[src/rtl/c8_count_sequencer_pkg.sv]
// Shared types and constants for the c8 load/count sequencer and its arbiter.
// The optional C8_COUNT_SEQ_AUTO_RELOAD_EN feature is handled in the top module.
package c8_pkg;

  typedef enum logic [1:0] {
    IDLE  = 2'd0,
    LOAD  = 2'd1,
    COUNT = 2'd2,
    DONE  = 2'd3
  } state_t;

  localparam logic REQ_A = 1'b0;
  localparam logic REQ_B = 1'b1;

  localparam int              DEF_WIDTH = 8;
  localparam logic [DEF_WIDTH-1:0] DEF_LIMIT = 8'hFF;

  // Round-robin choice between two requesters: on contention the one that
  // did not win last time goes first.
  function automatic logic rr_pick(input logic req_a, input logic req_b,
                                   input logic last_grant);
    logic pick;
    if (req_a && req_b) begin
      pick = ~last_grant;
    end else if (req_a) begin
      pick = REQ_A;
    end else begin
      pick = REQ_B;
    end
    return pick;
  endfunction

endpackage

[src/rtl/c8_rr_arb2.sv]
// Two-input round-robin arbiter; remembers the last committed grant so that
// contending requesters alternate.
module c8_rr_arb2
  import c8_pkg::*;
(
  input  logic clk,
  input  logic rst,
  input  logic req_a,
  input  logic req_b,
  input  logic commit,
  input  logic commit_id,
  output logic any_req,
  output logic winner
);

  logic last_grant;

  assign any_req = req_a | req_b;
  assign winner  = rr_pick(req_a, req_b, last_grant);

  // History only moves when a grant is actually acknowledged, so an aborted
  // load does not cost that requester its turn.
  always_ff @(posedge clk) begin
    if (rst) begin
      last_grant <= REQ_B;
    end else if (commit) begin
      last_grant <= commit_id;
    end
  end

endmodule

[src/rtl/c8_count_sequencer.sv]
// Load/count sequencer for the c8 slice: arbitrates A/B loads, steps to LIMIT.
// Optional macro C8_COUNT_SEQ_AUTO_RELOAD_EN: reload last loaded value at LIMIT.
module c8_count_sequencer
  import c8_pkg::*;
#(
  parameter int               WIDTH = DEF_WIDTH,
  parameter logic [WIDTH-1:0] LIMIT = DEF_LIMIT
) (
  input  logic             clk,
  input  logic             rst,
  input  logic             req_a,
  input  logic [WIDTH-1:0] data_a,
  input  logic             req_b,
  input  logic [WIDTH-1:0] data_b,
  input  logic             step,
  input  logic             abort,
  output logic             ack_a,
  output logic             ack_b,
  output logic             load_sel,
  output logic             cnt_en,
  output logic [WIDTH-1:0] cnt_q,
  output logic             carry,
  output logic             busy,
  output logic             done
);

  state_t           state;
  logic             any_req;
  logic             winner;
  logic             live;
  logic             at_limit;
  logic             commit;
  logic [WIDTH-1:0] load_value;
`ifdef C8_COUNT_SEQ_AUTO_RELOAD_EN
  logic [WIDTH-1:0] reload_q;
`endif

  c8_rr_arb2 u_arb (
    .clk       (clk),
    .rst       (rst),
    .req_a     (req_a),
    .req_b     (req_b),
    .commit    (commit),
    .commit_id (load_sel),
    .any_req   (any_req),
    .winner    (winner)
  );

  // Acks and carry are combinational pulses; abort or reset suppress them.
  assign live       = ~rst & ~abort;
  assign commit     = (state == LOAD) & live;
  assign ack_a      = commit & (load_sel == REQ_A);
  assign ack_b      = commit & (load_sel == REQ_B);
  assign cnt_en     = step & (state == COUNT);
  assign at_limit   = (cnt_q == LIMIT);
  assign carry      = cnt_en & live & at_limit;
  assign load_value = (load_sel == REQ_B) ? data_b : data_a;

  always_ff @(posedge clk) begin
    if (rst) begin
      state    <= IDLE;
      cnt_q    <= '0;
      load_sel <= REQ_A;
      busy     <= 1'b0;
      done     <= 1'b0;
`ifdef C8_COUNT_SEQ_AUTO_RELOAD_EN
      reload_q <= '0;
`endif
    end else begin
      case (state)
        IDLE: begin
          done <= 1'b0;
          if (any_req) begin
            load_sel <= winner;
            state    <= LOAD;
            busy     <= 1'b1;
          end
        end
        LOAD: begin
          if (abort) begin
            state <= IDLE;
            busy  <= 1'b0;
          end else begin
            cnt_q <= load_value;
`ifdef C8_COUNT_SEQ_AUTO_RELOAD_EN
            reload_q <= load_value;
`endif
            state <= COUNT;
          end
        end
        COUNT: begin
          if (abort) begin
            state <= IDLE;
            busy  <= 1'b0;
          end else if (step) begin
            if (at_limit) begin
`ifdef C8_COUNT_SEQ_AUTO_RELOAD_EN
              // Free-running mode: restart from the loaded value, never finish.
              cnt_q <= reload_q;
`else
              cnt_q <= cnt_q + 1'b1;
              state <= DONE;
              busy  <= 1'b0;
              done  <= 1'b1;
`endif
            end else begin
              cnt_q <= cnt_q + 1'b1;
            end
          end
        end
        DONE: begin
          done  <= 1'b0;
          state <= IDLE;
        end
      endcase
    end
  end

endmodule

[config.mk]
export PLATFORM = sky130hd
export DESIGN_NAME = c8_count_sequencer
export DESIGN_NICKNAME = d
export VERILOG_FILES = /design/src/rtl/c8_count_sequencer_pkg.sv /design/src/rtl/c8_rr_arb2.sv /design/src/rtl/c8_count_sequencer.sv
export SDC_FILE = /design/constraint.sdc
export NUM_CORES = 1
export LEC_CHECK = 0
export ABC_AREA = 1
export CAP_MARGIN = 20
export CORE_UTILIZATION = 35
export DETAILED_ROUTE_END_ITERATION = 6
export GPL_TIMING_DRIVEN = 0
export MAX_ROUTING_LAYER = met4
export PLACE_DENSITY = 0.68
export SYNTH_ARGS = -nofsm -noshare
export SYNTH_HDL_FRONTEND = slang
export SYNTH_SLANG_ARGS = --single-unit
[constraint.sdc]
create_clock -name clk -period 1.4 [get_ports clk]
set_clock_uncertainty 0.05 [all_clocks]
set_input_delay 0.28 -clock clk [delete_from_list [all_inputs] [get_ports clk]]
set_output_delay 0.28 -clock clk [all_outputs]
set_load 0.03 [all_outputs]
==> flow_metrics.env <==
export IMPL_critical_path_max_stage_delay_ns=0.53
export IMPL_post_route_core_utilization=0.721
export IMPL_top_level_ports=37
export IMPL_layout_commonest_cell="sky130_fd_sc_hd__nand2_1"
export IMPL_groute_layer_met1_usage=0.266
export IMPL_clock_sink_count=14
export IMPL_p_per_area_nw_per_um2=781
export IMPL_final_cell_mix="36 x sky130_fd_sc_hd__nand2_1, 21 x sky130_fd_sc_hd__nor2_1, 20 x sky130_fd_sc_hd__clkdlybuf4s50_1, 15 x sky130_fd_sc_hd__buf_4, 12 x sky130_fd_sc_hd__buf_6"
export IMPL_hold_viol=0
export IMPL_antennaDiodeCount=0
export IMPL_drc=0
export IMPL_routed_via_density=5.12
export IMPL_via_count=1320
export IMPL_max_clock_path_buffers=2
export IMPL_finalMaxSlewViolations=0
export IMPL_post_synth_and_or_nand_nor_area_fraction=0.377
export IMPL_clk_latency_ns=0.29
export IMPL_layout_area_seq_sq_um=299
export IMPL_ys_ff_latch=14
export IMPL_p_leak_nw=0.821
export IMPL_placement_setup_worst_slack_ns=-0.865
export IMPL_post_dp_cell_area_sq_um=1460
export IMPL_run_status="complete, but fails checks"
export IMPL_core_box_area_sq_um=2570
export IMPL_worstSetupEndpointType="output port"
export IMPL_post_synth_xor_area_fraction=0.00885
export IMPL_design_power_total_mw=1.45
export IMPL_worst_endpoint_arrival_ns=1.42
export IMPL_final_layout_size_suffix_gt1_frac=0.412
export IMPL_grt_max_degree=11
export IMPL_cts_reportedPaths_clkPinSlew_ns=0.09
export IMPL_synthCells=167
export IMPL_crit_cells=5
export IMPL_worst_min_path_class="in -> reg"
export IMPL_peakVddDrop_mv=0.557
export IMPL_multiInputGateArea_sq_um=820
export IMPL_worst_hold_startpoint="rst"
export IMPL_setup_repair_after_global_routing_missed_its_margin="true"
export IMPL_flow_area_growth_from_synthesis_pct=87.0
export IMPL_finalSetupTns_ns=-3.27
export IMPL_vias_in_the_first_global_route=1192
export IMPL_critical_path_reg2reg_startpoint="state[1]"
export IMPL_post_synth_num_cell_types=22
export IMPL_grt_util_all_layers=0.244
export IMPL_gr_usage_met3=0.0328
export IMPL_cp_top_family="buffers and inverters"
export IMPL_route_antenna_remaining_nets=0
export IMPL_critical_path_slowest_cell="sky130_fd_sc_hd__clkdlybuf4s50_1"
export IMPL_dieArea_sq_um=3040
export IMPL_worst_path_buf_inv=3
export IMPL_finalHoldWorstSlack_ns=0.402
export IMPL_wire_length_of_the_first_global_routing_pass_um=5050
export IMPL_routed_wire_length_per_instance_um=13.4
export IMPL_sequential_element_share_of_the_synthesized_area=0.283
export IMPL_normalized_max_slew_margin=0.684
export IMPL_worstPathRequired_ns=1.07
export IMPL_yosys_warnings=0
export IMPL_routed_wirelength_um=3450
export IMPL_compound_gate_fraction_of_synth_area=0.178
export IMPL_regToRegSetupSlack_ns=-0.30
export IMPL_cell_count_after_placement=233
export IMPL_num_rows=18
export IMPL_fillCellCount=201
export IMPL_chipHeight_um=55.2
export IMPL_tritoncts="done"
export IMPL_grt_overflow_total=0
export IMPL_crit_path_cell_trace="clkdlybuf4s50_1 > inv_2 > nand4_1 > nor2_4 > buf_6"
export IMPL_synthesis_nets=193
export IMPL_die_width_um=55.2
export IMPL_worst_slew_pin_slew_ns=0.473
export IMPL_synth_adder_area_share=0.0506
export IMPL_cts_root_buf="sky130_fd_sc_hd__clkbuf_4"
export IMPL_violated_checks="negative setup slack"
export IMPL_groute_layer_met2_usage=0.434
export IMPL_drt_iter0_markers=24
export IMPL_nets=255
export IMPL_timing_final_crit_period_ns=1.75
export IMPL_finalInstanceArea_sq_um=1850
export IMPL_hold_end="state[1]"
export IMPL_initial_utilization=0.385
export IMPL_grt_antenna_before_repair=0
export IMPL_globalplace_congestion=0.949
export IMPL_final_cells=258
export IMPL_max_cap_violations=0
export IMPL_synth_top_family_by_area="simple AND/OR/NAND/NOR gates"
export IMPL_timing_final_crit_share=1.25
export IMPL_port_buffers=36
export IMPL_firstDrtPassIters=4
export IMPL_cts_htree_levels=1
export IMPL_setup_violations_final=18
export IMPL_startpoint_type="input pin"
export IMPL_tritoncts_num_buffers=3
export IMPL_min_delay_path_depth=2
export IMPL_synth_area_sq_um=990
export IMPL_critical_path_max_fanout=4
export IMPL_r2r_end="cnt_q[4]"
export IMPL_max_clock_freq_mhz=570
export IMPL_globalRoute_busiestLayer="met2"
export IMPL_critPathKind="in -> out"
export IMPL_post_dp_hpwl_um=2070
export IMPL_post_route_worst_setup_slack_ns=-0.353
export IMPL_r2r_cells=11
export IMPL_synth_mux_area_fraction=0
export IMPL_post_synth_cell_area_avg_sq_um=5.93
## sequential cells by signal, indices dropped and copies added (netlist names)
signal,count
busy,1
u_arb.last_grant,1
load_sel,1
cnt_q,8
state,2
done,1
## area by class of cell
| cell class | count | area share |
|---|---|---|
| tap | 30 | 0.0203 |
| buffer | 5 | 0.0277 |
| inverter | 19 | 0.0467 |
| timing repair buffer | 57 | 0.281 |
| sequential | 14 | 0.162 |
| clock buffer | 4 | 0.0196 |
| multi-input combinational | 129 | 0.443 |
## worst max path at each step
stage	endpoint	start
floorplan	carry	cnt_q[1]
global placement	ack_b	rst
detailed placement	carry	step
CTS	carry	cnt_q[0]
global route	carry	state[1]
finish	carry	abort
## where the power goes
group,internal (mW),switching [mW],total (mW)
logic,0.278,0.348,0.626
registers,0.452,0.0615,0.514
clock network,0.158,0.148,0.306
total,0.889,0.557,1.45
## cell usage after synthesis
master,instances,area [sq um]
sky130_fd_sc_hd__o21bai_1,1,7.51
sky130_fd_sc_hd__nand3_1,8,40.0
sky130_fd_sc_hd__buf_6,1,11.3
sky130_fd_sc_hd__ha_1,4,50.1
sky130_fd_sc_hd__nor2_1,28,105
sky130_fd_sc_hd__dfxtp_1,14,280
sky130_fd_sc_hd__clkinv_1,2,7.51
sky130_fd_sc_hd__inv_2,2,7.51
sky130_fd_sc_hd__clkbuf_1,1,3.75
sky130_fd_sc_hd__xor2_1,1,8.76
sky130_fd_sc_hd__o21ai_0,8,40.0
sky130_fd_sc_hd__nand4_1,3,18.8
sky130_fd_sc_hd__nand2_2,1,6.26
sky130_fd_sc_hd__o21ai_1,9,45.0
sky130_fd_sc_hd__a211oi_1,1,7.51
sky130_fd_sc_hd__a21oi_1,14,70.1
sky130_fd_sc_hd__nor2_4,1,11.3
sky130_fd_sc_hd__nand2_1,46,173
sky130_fd_sc_hd__a31oi_1,1,6.26
sky130_fd_sc_hd__inv_1,15,56.3
sky130_fd_sc_hd__buf_2,3,15.0
sky130_fd_sc_hd__nor2_2,3,18.8
## worst reg2reg max path, cell delays in order (launching register included)
cell                      delay [ns]
sky130_fd_sc_hd__dfxtp_2        0.34
sky130_fd_sc_hd__buf_6          0.12
sky130_fd_sc_hd__ha_4           0.16
sky130_fd_sc_hd__buf_4          0.13
sky130_fd_sc_hd__buf_6          0.13
sky130_fd_sc_hd__inv_6          0.07
sky130_fd_sc_hd__o21ai_2        0.06
sky130_fd_sc_hd__nor2_4         0.20
sky130_fd_sc_hd__buf_6          0.16
sky130_fd_sc_hd__nand2_2        0.05
sky130_fd_sc_hd__a21oi_2        0.10
sky130_fd_sc_hd__nor2_1         0.04
## repair_timing
| item | 4_1_cts | 5_1_grt |
|---|---|---|
| gates cloned | 1 | 0 |
| setup endpoints to repair | 25 | 25 |
| pin swaps | 14 | 17 |
| resized for setup | 78 | 37 |
| buffers inserted | 15 | 8 |
| hold buffers | 0 | 0 |
## per-layer routing
| metal | share of wire | wire length [um] | up-vias |
|---|---|---|---|
| met3 | 0.047 | 163 | 8 |
| met4 | 0.021 | 72 | 0 |
| li1 | - | - | 657 |
| met5 | 0 | 0 | - |
| met1 | 0.44 | 1510 | 611 |
| met2 | 0.49 | 1700 | 44 |
## kinds of logic (layout without fill, tap and decap cells)
logic type	count (synthesis)	in the layout
compound gates	34	34
fa+ha+maj	4	4
buf+inv	24	85
simple gates	90	90
xor+xnor	1	1
flops	14	14
(Power assumes the default switching activity.)
